==> config.mk <==
export PLATFORM = sky130hd
export DESIGN_NAME = g_hamming_decoder_pipe
export DESIGN_NICKNAME = d
export VERILOG_FILES = /design/src/rtl/g_hamming_decoder_pipe.sv
export SDC_FILE = /design/constraint.sdc
export NUM_CORES = 1
export LEC_CHECK = 0
export BUFFER_PORTS_ARGS = -buffer_cell sky130_fd_sc_hd__buf_2
export CAP_MARGIN = 20
export CORE_MARGIN = 2
export CORE_UTILIZATION = 53
export CTS_CLUSTER_DIAMETER = 60
export DETAILED_ROUTE_END_ITERATION = 7
export GPL_ROUTABILITY_DRIVEN = 0
export PLACE_DENSITY = 0.78
export SYNTH_ARGS = -nofsm -noshare
export SYNTH_HDL_FRONTEND = slang
export SYNTH_SLANG_ARGS = --single-unit
==> constraint.sdc <==
create_clock -name clk -period 1.5 [get_ports clk]
set_clock_uncertainty 0.1 [all_clocks]
set_input_delay 0.3 -clock clk [delete_from_list [all_inputs] [get_ports clk]]
set_output_delay 0.3 -clock clk [all_outputs]
set_load 0.02 [all_outputs]
==> src/rtl/g_hamming_decoder_pipe.sv <==
// Two-stage pipelined SECDED decoder. Stage 1 registers syndrome and parity; stage 2 corrects, flags and extracts.
// Define G_HAMDEC_ERR_CNT_EN to add saturating single/double error counters with a synchronous clear.

package g_hamming_pkg;
  // Smallest r with 2^r >= data_w + r + 1.
  function automatic int ecc_bits(input int data_w);
    int r;
    r = 1;
    while ((1 << r) < data_w + r + 1) r++;
    return r;
  endfunction
endpackage

module g_hamming_decoder_pipe
  import g_hamming_pkg::*;
#(
  parameter int  p_dataSize = 10,
  localparam int R  = ecc_bits(p_dataSize),
  localparam int N  = p_dataSize + R,
  localparam int W  = N + 1,
  localparam int PW = $clog2(W + 1)
) (
  input  logic                  clk,
  input  logic                  rst_n,
  input  logic                  in_valid,
  output logic                  in_ready,
  input  logic [W-1:0]          in_code,
  output logic                  out_valid,
  input  logic                  out_ready,
  output logic [p_dataSize-1:0] out_data,
  output logic                  out_single_err,
  output logic                  out_double_err,
  output logic [PW-1:0]         out_err_pos
`ifdef G_HAMDEC_ERR_CNT_EN
  ,
  input  logic                  clr_cnt,
  output logic [15:0]           err_cnt_single,
  output logic [15:0]           err_cnt_double
`endif
);

  logic                  s1_valid_q, s1_valid_d;
  logic [W-1:0]          s1_code_q, s1_code_d;
  logic [R-1:0]          s1_syn_q, s1_syn_d;
  logic                  s1_par_q, s1_par_d;
  logic                  s2_valid_q, s2_valid_d;
  logic [p_dataSize-1:0] out_data_q, out_data_d;
  logic                  out_single_q, out_single_d;
  logic                  out_double_q, out_double_d;
  logic [PW-1:0]         out_pos_q, out_pos_d;

  logic                  s1_adv, s2_adv;
  logic [R-1:0]          syn;
  logic [W-1:0]          code_fix;
  logic [p_dataSize-1:0] data_x;
  logic                  single_x, double_x;
  logic [PW-1:0]         pos_x;
  int                    syn_i;
  int                    idx;

  // Stage 1: handshake and syndrome/parity capture.
  // NOTE: every variable gets a default at the top of always_comb so no path leaves it unassigned (no latch).
  always_comb begin
    s2_adv = ~s2_valid_q | out_ready;
    s1_adv = ~s1_valid_q | s2_adv;
    syn    = '0;
    for (int p = 1; p <= N; p++)
      for (int k = 0; k < R; k++)
        if (((p >> k) & 1) != 0) syn[k] = syn[k] ^ in_code[p-1];
    s1_valid_d = s1_adv ? in_valid : s1_valid_q;
    s1_code_d  = s1_code_q;
    s1_syn_d   = s1_syn_q;
    s1_par_d   = s1_par_q;
    if (in_valid && s1_adv) begin
      s1_code_d = in_code;
      s1_syn_d  = syn;
      s1_par_d  = ^in_code;
    end
  end

  assign in_ready = s1_adv;

  // Stage 2: classify, correct, extract data bits from non-power-of-2 positions.
  always_comb begin
    code_fix = s1_code_q;
    single_x = 1'b0;
    double_x = 1'b0;
    pos_x    = '0;
    syn_i    = int'(s1_syn_q);
    if (syn_i == 0) begin
      if (s1_par_q) begin
        single_x = 1'b1;
        pos_x    = PW'(W);
      end
    end else if (!s1_par_q || syn_i > N) begin
      double_x = 1'b1;
    end else begin
      single_x = 1'b1;
      pos_x    = PW'(s1_syn_q);
      for (int p = 1; p <= N; p++)
        if (p == syn_i) code_fix[p-1] = ~code_fix[p-1];
    end

    data_x = '0;
    idx    = 0;
    for (int p = 1; p <= N; p++)
      if ((p & (p - 1)) != 0) begin
        data_x[idx] = code_fix[p-1];
        idx++;
      end

    s2_valid_d   = s2_adv ? s1_valid_q : s2_valid_q;
    out_data_d   = out_data_q;
    out_single_d = out_single_q;
    out_double_d = out_double_q;
    out_pos_d    = out_pos_q;
    if (s2_adv && s1_valid_q) begin
      out_data_d   = data_x;
      out_single_d = single_x;
      out_double_d = double_x;
      out_pos_d    = pos_x;
    end
  end

  // NOTE: sequential state uses non-blocking assignments so all flops update from pre-edge values.
  always_ff @(posedge clk or negedge rst_n) begin
    if (!rst_n) begin
      s1_valid_q   <= 1'b0;
      s1_code_q    <= '0;
      s1_syn_q     <= '0;
      s1_par_q     <= 1'b0;
      s2_valid_q   <= 1'b0;
      out_data_q   <= '0;
      out_single_q <= 1'b0;
      out_double_q <= 1'b0;
      out_pos_q    <= '0;
    end else begin
      s1_valid_q   <= s1_valid_d;
      s1_code_q    <= s1_code_d;
      s1_syn_q     <= s1_syn_d;
      s1_par_q     <= s1_par_d;
      s2_valid_q   <= s2_valid_d;
      out_data_q   <= out_data_d;
      out_single_q <= out_single_d;
      out_double_q <= out_double_d;
      out_pos_q    <= out_pos_d;
    end
  end

  assign out_valid      = s2_valid_q;
  assign out_data       = out_data_q;
  assign out_single_err = out_single_q;
  assign out_double_err = out_double_q;
  assign out_err_pos    = out_pos_q;

`ifdef G_HAMDEC_ERR_CNT_EN
  logic [15:0] cnt_single_q, cnt_single_d;
  logic [15:0] cnt_double_q, cnt_double_d;
  logic        fire;

  // Clear has priority over a same-cycle increment.
  always_comb begin
    fire         = s2_valid_q & out_ready;
    cnt_single_d = cnt_single_q;
    cnt_double_d = cnt_double_q;
    if (clr_cnt) begin
      cnt_single_d = '0;
      cnt_double_d = '0;
    end else if (fire) begin
      if (out_single_q && cnt_single_q != 16'hFFFF) cnt_single_d = cnt_single_q + 16'd1;
      if (out_double_q && cnt_double_q != 16'hFFFF) cnt_double_d = cnt_double_q + 16'd1;
    end
  end

  always_ff @(posedge clk or negedge rst_n) begin
    if (!rst_n) begin
      cnt_single_q <= '0;
      cnt_double_q <= '0;
    end else begin
      cnt_single_q <= cnt_single_d;
      cnt_double_q <= cnt_double_d;
    end
  end

  assign err_cnt_single = cnt_single_q;
  assign err_cnt_double = cnt_double_q;
`endif

endmodule

-- After elaboration in Yosys (flattened, before gate mapping)
Index checks and enable logic that the tools add are counted.
- output and inout bits: 18
- logic and storage cells: 96
- input bits: 19
- register bits after elaboration: 37
- $lt $le $gt $ge: 1
- equality and inequality tests: 14
- mux-type cells: 24
- reduce and logical (&&, ||, !) cells: 6
- bitwise logic cells: 42
- operators with widths (cell ; number):
    equality test 4 bit, first input constant ; 8
    two-way mux 14 bit ; 2
    bitwise XOR 1 bit ; 24
    two-way mux 1 bit ; 19
    equality test 3 x 4 -> 1 bit, first input constant ; 4
    inverter 1 bit ; 16
    XOR reduction 15 bit ; 1
    two-way mux 4 bit ; 3
    equality test 2 x 4 -> 1 bit, first input constant ; 2
    greater-than comparator 4 bit, second input constant ; 1
    logical NOT 4 bit ; 1
    logical AND 1 bit ; 2
    OR 1 bit ; 2
    logical NOT 1 bit ; 1
    logical OR 1 bit ; 1

-- Longest topological paths before layout
Gate-level depths: netlist (run 1).
- depth in word-level cells: 6
- mapped depth: 5
- gate-level depth less buffers: 4

-- Worst setup path after synthesis (run 1)
No wires, ideal clock.
- path type: register -> register
- from: register s2_valid_q (netlist: out_valid)
- to: register s1_code_q[10]
- stages on the path, launching flop included: 5
- path buffers: 1
- data arrival time: 1.407 ns
- required time: 1.272 ns
- period minus slack after synthesis: 1.635 ns
- setup time: 0.128 ns
- slack: -0.135 ns
- cell sequence: dfrtp_1 nand3b_1 nand2_1 buf_2 mux2_1
- longest elaborated chain between the ends: 4
- ends and longest elaborated chain (item ; line ; source):
    from (decl) ; 46 ; logic s2_valid_q, s2_valid_d;
    from (signal assigned) ; 142 ; s2_valid_q <= s2_valid_d;
    inverter 1 bit ; 64 ; s2_adv = ~s2_valid_q | out_ready;
    OR 1 bit ; 64 ;
    OR 1 bit ; 65 ; s1_adv = ~s1_valid_q | s2_adv;
    via in_ready ; 26 ; output logic in_ready,
    logical AND 1 bit ; 74 ; if (in_valid && s1_adv) begin
    to (signal assigned) ; 139 ; s1_code_q <= s1_code_d;
    to (decl) ; 43 ; logic [W-1:0] s1_code_q, s1_code_d;
The timed path passes the listed nets, and every way through them passes these cells.
A chain may end at the register's enable or synchronous reset.

-- Worst setup path after layout (run 1)
- from: register s2_valid_q (netlist: out_valid)
- to: output port in_ready
- longest elaborated chain between the ends: 3
- ends and longest elaborated chain (item ; line):
    inverter 1 bit ; 64
    OR 1 bit ; 64
    OR 1 bit ; 65
    to (decl) ; 26
No other way between the ends.

==> impl_metrics.env, run 1 <==
export IMPL_htreeDepth=2
export IMPL_crit_path_max_fanout=3
export IMPL_ys_types=20
export IMPL_status="complete, no violations"
export IMPL_dr_max_layer_used="met4"
export IMPL_remaining_drc_errors=0
export IMPL_critical_path_top_delay_family="flip-flops"
export IMPL_fin_crit_sh=0.951
export IMPL_clk_pin_slew_ns=0.09
export IMPL_crit_type="flip-flop to output port"
export IMPL_n_fill_cell=237
export IMPL_fmax_mhz=701
export IMPL_drive_above_1_share=0.292
export IMPL_core_rowCount=20
export IMPL_worstRegToRegCells=3
export IMPL_dr_wl_met2_um=1600
export IMPL_synth_seq_cells=33
export IMPL_yosysMostFrequentCell="dfrtp_1"
export IMPL_hold_viol=0
export IMPL_drt_wl_total_um=3180
export IMPL_vdd_ir_drop_max_mv=0.776
export IMPL_syn_inst=160
export IMPL_report_final_slew_viol_count=0
export IMPL_grt_ovfl_total=0
export IMPL_end_kind="output port"
export IMPL_viasPerCell=4.89
export IMPL_start_util=0.552
export IMPL_nets=227
export IMPL_insertion_delay_ns=0.34
export IMPL_yosys_warnings=0
export IMPL_clk_root_buffer_cell="clkbuf_4"
export IMPL_synth_seq_area_share=0.494
export IMPL_wl_met1_um=1360
export IMPL_p_leak_nw=0.952
export IMPL_die_y_um=60.2
export IMPL_ys_top_cells_by_count="dfrtp_1, nand2_1, o21ai_1"
export IMPL_postLayoutCellArea_um2=2090
export IMPL_syn2layout_area_growth_pct=25.1
export IMPL_final_antenna_net_count=0
export IMPL_grt_pass1_vias=1120
export IMPL_core_um2=3030
export IMPL_synth_area_leaders="dfrtp_1, xnor2_1, mux2_1"
export IMPL_grt_max_degree=33
export IMPL_rsz0062_at_grt="true"
export IMPL_rr_startpoint="s1_syn_q[3]"
export IMPL_finalSetupViolations=0
export IMPL_drt_iter0_drc=18
export IMPL_r2r_end="out_err_pos[0]"
export IMPL_numCtsBuffers=5
export IMPL_worst_endpoint_arrival_ns=1.03
export IMPL_critical_path_buf_inv_count=1
export IMPL_wl_per_cell_um=12.6
export IMPL_track_usage=0.201
export IMPL_avgSynthCellArea_um2=10.5
export IMPL_max_clock_path_buffers=2
export IMPL_p_per_area_nw_per_um2=1410
export IMPL_cts_tree="built"
export IMPL_placed_cell_area_um2=2010
export IMPL_port_buffers=36
export IMPL_slew_headroom=0.736
export IMPL_crit_required_ns=1.10
export IMPL_slowest_delay_ns=0.41
export IMPL_place_inst=243
export IMPL_syn_num_nets=179
export IMPL_num_vias=1237
export IMPL_p_total_mw=2.95
export IMPL_design_die_area_um2=3620
export IMPL_io_pins=37
export IMPL_tightest_slew_ns=0.396
export IMPL_cp_start_kind="flip-flop"
export IMPL_fin_cells=253
export IMPL_min_from="in_valid"
export IMPL_hold_path_depth=2
export IMPL_period_needed_ns=1.43
export IMPL_synth_edf_count=0
export IMPL_hold_path_class="input pin to flip-flop"
export IMPL_max_cap_violations=0
export IMPL_n_antenna_cell=0
export IMPL_crit_chain="nand3b_1 > buf_6"
export IMPL_synth_top_cell_by_area="dfrtp_1"
export IMPL_grt_pass1_wl_um=5130
export IMPL_async_reset_ff_frac=1.00
export IMPL_dpl_hpwl_um=2520
export IMPL_clock_sinks=33
export IMPL_ys_flop_type="dfrtp_1"
export IMPL_syn_area_um2=1670
export IMPL_die_x_um=60.2
export IMPL_antenna_found_initial=0
export IMPL_yosysTopAreaCellShare=0.494
export IMPL_r2r_slack_ns=0.13
export IMPL_first_pass_iters=4
export IMPL_cpMaxStageDelayCell="dfrtp_2"
export IMPL_final_util=0.691
export IMPL_whs_endpoint="s1_valid_q"
export IMPL_wl_met3_um=177
==> timing repair <==
item | 4_1_cts | 5_1_grt
gates resized for setup | 0 | 3
endpoints found under the setup margin | 0 | 3
endpoints found under the hold margin | 15 | 0
buffers inserted | 0 | 1
hold buffers | 1 | 0
==> sequential cells by signal (all words and copies together), names as in the netlist <==
name,cells
s1_par_q,1
s1_valid_q,1
out_data,10
out_single_err,1
out_valid,1
out_err_pos,4
s1_syn_q,4
s1_code_q,10
out_double_err,1
==> through the flow <==
| step | TNS (ns) | setup slack (ns) | hold WS [ns] |
|---|---|---|---|
| floorplan | 0 | 0.00293 | -0.0956 |
| global placement | -0.254 | -0.154 | 0.135 |
| detailed placement | -0.312 | -0.191 | 0.150 |
| CTS | 0 | 0.0168 | 0.0644 |
| global route | -0.0153 | -0.0153 | 0.0780 |
| finish | 0 | 0.0740 | 0.0799 |
==> cells in the final DEF (no fill, tap or decap), drive strengths merged <==
| cell type | instances |
|---|---|
| buf | 49 |
| a32oi | 4 |
| nand3b | 3 |
| xnor2 | 22 |
| nand2 | 26 |
| nor3 | 2 |
| nor2 | 10 |
| dfrtp | 33 |
| nand2b | 5 |
| clkbuf | 8 |
| o21ai | 22 |
| nand4 | 1 |
| xor2 | 6 |
| nor3b | 1 |
| nand3 | 3 |
| dlygate4sd3 | 1 |
| mux2 | 10 |
| xnor3 | 3 |
==> worst max path at each step <==
stage	from	depth (start not counted)	end	slack [ns]
detailed placement	in_code[11]	5	s1_par_q	-0.19
global route	s1_valid_q	2	in_ready	-0.02
floorplan	out_valid	4	s1_code_q[10]	0.003
CTS	out_valid	2	in_ready	0.02
global placement	in_code[11]	5	s1_par_q	-0.15
finish	out_valid	2	in_ready	0.07
==> routing by layer <==
layer  GRT usage  vias up
li1            -      634
met1       0.249      566
met2       0.323       33
met3      0.0671        4
met4      0.0794        0
met5           0        -
==> power breakdown <==
part / internal (mW) / leakage, nW / switching, mW
clock: 0.231 / 0.0326 / 0.282
sequential: 1.12 / 0.398 / 0.231
combinational: 0.498 / 0.521 / 0.585
==> cell type report <==
cell class                 instances  area [um^2]  area share
clock buffer                       8         58.8      0.0281
sequential                        33          828       0.396
multi-input combinational        118          820       0.392
timing repair buffer              50          332       0.158
tap                               44         55.1      0.0263
==> kinds of logic after synthesis <==
logic type / Yosys count / share of synthesized area
and+or+nand+nor: 51 / 0.139
AOI/OAI and AO/OA: 26 / 0.0868
muxes: 10 / 0.0673
buffers and inverters: 9 / 0.0209
xor gates and xnor gates: 31 / 0.192
DFF: 33 / 0.494
(Power assumes the default switching activity.)
==> run 2: changes to the inputs <==
- CORE_UTILIZATION: 53 -> 45
- PLACE_DENSITY: 0.78 -> 0.68
==> run 2 against run 1 <==
  * Clock power up 22%
  * Sequential share of layout area shrank 0.37 points
  * Total power grew 3.3%
  * Sequential power is essentially flat
  * Critical path type is now input pin to flip-flop
  * Largest cell class unchanged
  * Largest power group unchanged
  * Highest routed layer unchanged
==> impl_metrics.env, run 2 (synthesis results as in run 1) <==
export IMPL_fin_cells=257
export IMPL_numCtsBuffers=5
export IMPL_critical_path_top_delay_family="XOR/XNOR gates"
export IMPL_report_final_slew_viol_count=0
export IMPL_clk_pin_slew_ns=0.07
export IMPL_drt_iter0_drc=51
export IMPL_grt_ovfl_total=0
export IMPL_period_needed_ns=1.41
export IMPL_first_pass_iters=4
export IMPL_slew_headroom=0.727
export IMPL_p_per_area_nw_per_um2=1440
export IMPL_crit_type="input pin to flip-flop"
export IMPL_num_vias=1260
export IMPL_track_usage=0.161
export IMPL_core_rowCount=22
export IMPL_htreeDepth=2
export IMPL_slowest_delay_ns=0.40
export IMPL_core_um2=3610
export IMPL_hold_path_class="input pin to flip-flop"
export IMPL_place_inst=248
export IMPL_port_buffers=36
export IMPL_status="complete, no violations"
export IMPL_p_leak_nw=0.956
export IMPL_hold_viol=0
export IMPL_crit_start="in_code[8]"
export IMPL_p_total_mw=3.04
export IMPL_fin_crit_sh=0.943
export IMPL_grt_max_degree=33
export IMPL_design_die_area_um2=4220
export IMPL_crit_chain="buf_2 > xnor2_2 > xnor3_2 > xnor3_1 > o21ai_1"
export IMPL_crit_required_ns=1.61
export IMPL_wl_per_cell_um=12.1
export IMPL_vdd_ir_drop_max_mv=0.556
export IMPL_cpMaxStageDelayCell="xnor3_2"
export IMPL_n_antenna_cell=0
export IMPL_insertion_delay_ns=0.28
export IMPL_min_from="in_valid"
export IMPL_antenna_found_initial=0
export IMPL_dpl_hpwl_um=2470
export IMPL_die_x_um=65.0
export IMPL_rsz0062_at_grt="false"
export IMPL_tightest_slew_ns=0.409
export IMPL_finalSetupViolations=0
export IMPL_syn2layout_area_growth_pct=26.3
export IMPL_nets=227
export IMPL_final_antenna_net_count=0
export IMPL_grt_pass1_vias=1178
export IMPL_max_cap_violations=0
export IMPL_max_clock_path_buffers=2
export IMPL_viasPerCell=4.90
export IMPL_die_y_um=65.0
export IMPL_drive_above_1_share=0.287
export IMPL_cts_tree="built"
export IMPL_end_kind="flip-flop"
export IMPL_clk_root_buffer_cell="clkbuf_8"
export IMPL_n_fill_cell=324
export IMPL_start_util=0.464
export IMPL_crit_path_max_fanout=2
export IMPL_drt_wl_total_um=3110
export IMPL_rr_startpoint="s1_syn_q[2]"
export IMPL_final_cell_mix="buf_2, dfrtp_1, nand2_1, o21ai_1, xnor2_1"
export IMPL_final_util=0.586
export IMPL_io_pins=37
export IMPL_grt_pass1_wl_um=5170
export IMPL_fmax_mhz=707
export IMPL_worst_endpoint_arrival_ns=1.52
export IMPL_clock_sinks=33
export IMPL_critical_path_buf_inv_count=1
export IMPL_layout_commonest_cell="buf_2"
export IMPL_remaining_drc_errors=0
export IMPL_cp_start_kind="input pin"
-- run 2: cell counts in the layout (fill, tap and decap cells not counted) --
No cell type changed its count.
-- run 2: routing by layer --
layer / global-route usage / vias to the layer above / part of all wire
met5: 0 / - / 0
met4: 0.0559 / 0 / 0.0090
met3: 0.0469 / 4 / 0.055
met2: 0.276 / 40 / 0.49
met1: 0.193 / 584 / 0.45
li1: - / 632 / -
-- run 2: per-stage QoR --
step | TNS, ns | hold slack (ns) | setup WS, ns | cell area [um^2]
after floorplan | 0 | -0.0956 | 0.00293 | 1690
after global placement | -0.230 | 0.137 | -0.146 | 2020
after detailed placement | -0.352 | 0.158 | -0.210 | 2020
after CTS | 0 | 0.124 | 0.0838 | 2110
after global routing | 0 | 0.140 | 0.0194 | 2110
final | 0 | 0.131 | 0.0860 | 2110
-- run 2: final cells by class --
type / count / area, um^2 / area share
Multi-Input combinational cell: 118 / 820 / 0.388
Sequential cell: 33 / 828 / 0.392
Timing Repair Buffer: 50 / 325 / 0.154
Tap cell: 48 / 60.1 / 0.0284
Clock buffer: 8 / 80.1 / 0.0379
-- run 2: report_power, final --
part           switching [mW]  total, mW  leakage [nW]  internal (mW)
combinational           0.566       1.06         0.518          0.495
sequential              0.238       1.36         0.398           1.12
clock                   0.295      0.624        0.0395          0.329
-- run 2: worst reg2reg max path, delay by kind of cell, from the launching register on --
| kind | cells | cell delay (ns) |
|---|---|---|
| flip-flops | 1 | 0.54 |
| AND/OR/NAND/NOR | 1 | 0.23 |
| AO/OA/AOI/OAI | 2 | 0.36 |
-- run 2: path summary, 6_finish.rpt --
kind / to / slack (ns) / cells past startpoint
min in group asynchronous: out_err_pos[2] / 0.37 / 2
worst max-delay path: s1_par_q / 0.09 / 5
worst max register to register: out_err_pos[2] / 0.16 / 3
worst min-delay path: s1_valid_q / 0.13 / 2
worst min register to register: out_data[3] / 0.38 / 2
max in group asynchronous: s1_code_q[9] / 0.49 / 3
-- run 2: timing repair --
action | in CTS | in global routing
setup buffers | 0 | 0
setup endpoints to repair | 0 | 1
gates resized for setup | 0 | 1
hold buffers | 1 | 0
hold endpoints to repair | 15 | 0
==> run 3: changes to the inputs <==
- CELL_PAD_IN_SITES_DETAIL_PLACEMENT: unset -> 0
- CELL_PAD_IN_SITES_GLOBAL_PLACEMENT: unset -> 1
- CORE_UTILIZATION: 45 -> 41
- PLACE_DENSITY: 0.68 -> unset
- PLACE_DENSITY_LB_ADDON: unset -> 0.1
==> run 3 against run 2 <==
  * Flip-flop and latch count unchanged
  * Highest routed layer unchanged
  * Critical path depth stayed put
  * Design area grew 0.83%
  * Maximum frequency fell by 0.71%
  * Critical path type unchanged
  * Non-clock buffer count is 3 higher
  * Total power is 1.2% higher
  * Combinational power increased by 4%
  * Critical endpoint unchanged
  * Largest cell class unchanged
  * Final cell count rose by 1.6%
  * Clock power increased by 5.0%
  * Worst setup slack worse by 0.010 ns
  * Hold slack got worse by 0.0038 ns
  * Sequential share of layout area decreased by 0.38 points
==> impl_metrics.env, run 3 (synthesis results as in run 1) <==
export IMPL_nets=230
export IMPL_core_rowCount=23
export IMPL_n_fill_cell=383
export IMPL_num_vias=1250
export IMPL_htreeDepth=2
export IMPL_viasPerCell=4.79
export IMPL_tightest_slew_ns=0.346
export IMPL_antenna_found_initial=0
export IMPL_vdd_ir_drop_max_mv=0.668
export IMPL_grt_pass1_vias=1169
export IMPL_clk_root_buffer_cell="clkbuf_8"
export IMPL_end_kind="flip-flop"
export IMPL_die_x_um=67.9
export IMPL_port_buffers=36
export IMPL_slowest_delay_ns=0.40
export IMPL_whs_endpoint="s1_valid_q"
export IMPL_first_pass_iters=4
export IMPL_design_die_area_um2=4610
export IMPL_hold_path_depth=2
export IMPL_syn2layout_area_growth_pct=27.4
export IMPL_grt_max_degree=33
export IMPL_dr_wl_met2_um=1460
export IMPL_crit_required_ns=1.60
export IMPL_place_inst=253
export IMPL_critical_path_top_delay_family="XOR/XNOR gates"
export IMPL_r2r_end="out_data[2]"
export IMPL_grt_pass1_wl_um=5330
export IMPL_clk_pin_slew_ns=0.06
export IMPL_report_final_slew_viol_count=0
export IMPL_drive_above_1_share=0.299
export IMPL_final_antenna_net_count=0
export IMPL_wl_met3_um=169
export IMPL_cts_tree="built"
export IMPL_fin_crit_sh=0.949
export IMPL_dr_max_layer_used="met4"
export IMPL_drt_wl_total_um=3130
export IMPL_insertion_delay_ns=0.28
export IMPL_fmax_mhz=702
export IMPL_worst_slack_ns=0.0758
export IMPL_cp_start_kind="input pin"
export IMPL_status="complete, no violations"
export IMPL_n_antenna_cell=0
export IMPL_place_ws_ns=-0.238
export IMPL_max_cap_violations=0
export IMPL_cts_resized=0
export IMPL_wl_met1_um=1460
export IMPL_r2r_slack_ns=0.16
export IMPL_drt_iter0_drc=71
export IMPL_rr_startpoint="s1_syn_q[0]"
export IMPL_p_total_mw=3.08
export IMPL_worstRegToRegCells=4
export IMPL_finalSetupViolations=0
export IMPL_io_pins=37
export IMPL_die_y_um=67.9
export IMPL_post_cts_buffers=0
export IMPL_critical_path_buf_inv_count=1
export IMPL_hold_viol=0
export IMPL_placed_cell_area_um2=2030
export IMPL_p_per_area_nw_per_um2=1450
export IMPL_min_from="in_valid"
export IMPL_numCtsBuffers=5
export IMPL_layout_commonest_cell="buf_2"
export IMPL_postCtsHoldBufs=1
export IMPL_crit_path_max_fanout=2
export IMPL_grt_ovfl_total=0
export IMPL_cpMaxStageDelayCell="xnor3_2"
export IMPL_dpl_hpwl_um=2510
export IMPL_clock_sinks=33
export IMPL_worst_endpoint_arrival_ns=1.52
export IMPL_track_usage=0.159
export IMPL_wl_per_cell_um=12.0
export IMPL_period_needed_ns=1.42
export IMPL_tns_ns=0
export IMPL_hold_path_class="input pin to flip-flop"
export IMPL_max_clock_path_buffers=2
export IMPL_crit_chain="buf_2 > xnor2_2 > xnor3_2 > xnor3_1 > o21ai_1"
export IMPL_core_um2=3970
export IMPL_remaining_drc_errors=0
export IMPL_p_leak_nw=0.972
export IMPL_final_cell_mix="buf_2, dfrtp_1, nand2_1, o21ai_1, xnor2_1"
export IMPL_start_util=0.421
export IMPL_postLayoutCellArea_um2=2130
export IMPL_fin_cells=261
export IMPL_slew_headroom=0.769
export IMPL_crit_type="input pin to flip-flop"
export IMPL_rsz0062_at_grt="false"
## run 3: cell types whose count changed in the layout (fill, tap and decap cells not counted), sizes merged
| cell | change |
|---|---|
| buf | +3 |
| clkbuf | -1 |
## run 3: layout make-up
| class | count | area (um^2) | share of cell area |
|---|---|---|---|
| sequential | 33 | 827 | 0.388 |
| multi-input combinational | 118 | 820 | 0.385 |
| timing repair buffer | 53 | 335 | 0.157 |
| clock buffer | 7 | 86.3 | 0.0405 |
| tap | 50 | 62.6 | 0.0294 |
## run 3: metrics by stage
stage           util  hold WS (ns)
2_1_floorplan      -       -0.0956
3_3_place_gp   0.512         0.120
3_5_place_dp   0.512         0.124
4_1_cts        0.537         0.114
5_1_grt        0.537         0.142
6_report       0.537         0.127
## run 3: where the power goes
group	total, mW	switching (mW)	internal [mW]
clock network	0.655	0.292	0.363
registers	1.32	0.202	1.12
logic	1.10	0.593	0.511
total	3.08	1.09	1.99
## run 3: worst max-delay path by stage
| stage | from | end | slack (ns) | depth (start not counted) |
|---|---|---|---|---|
| floorplan | out_valid | s1_code_q[10] | 0.003 | 4 |
| global placement | in_code[8] | s1_par_q | -0.16 | 5 |
| detailed placement | in_code[8] | s1_par_q | -0.24 | 5 |
| CTS | in_code[8] | s1_par_q | 0.06 | 5 |
| global route | in_code[8] | s1_par_q | 0.008 | 5 |
| finish | in_code[8] | s1_par_q | 0.08 | 5 |
## run 3: routing by layer
layer / vias up / GRT usage
met5: - / 0
li1: 635 / -
met2: 27 / 0.255
met1: 583 / 0.205
met4: 0 / 0.0525
met3: 5 / 0.0493
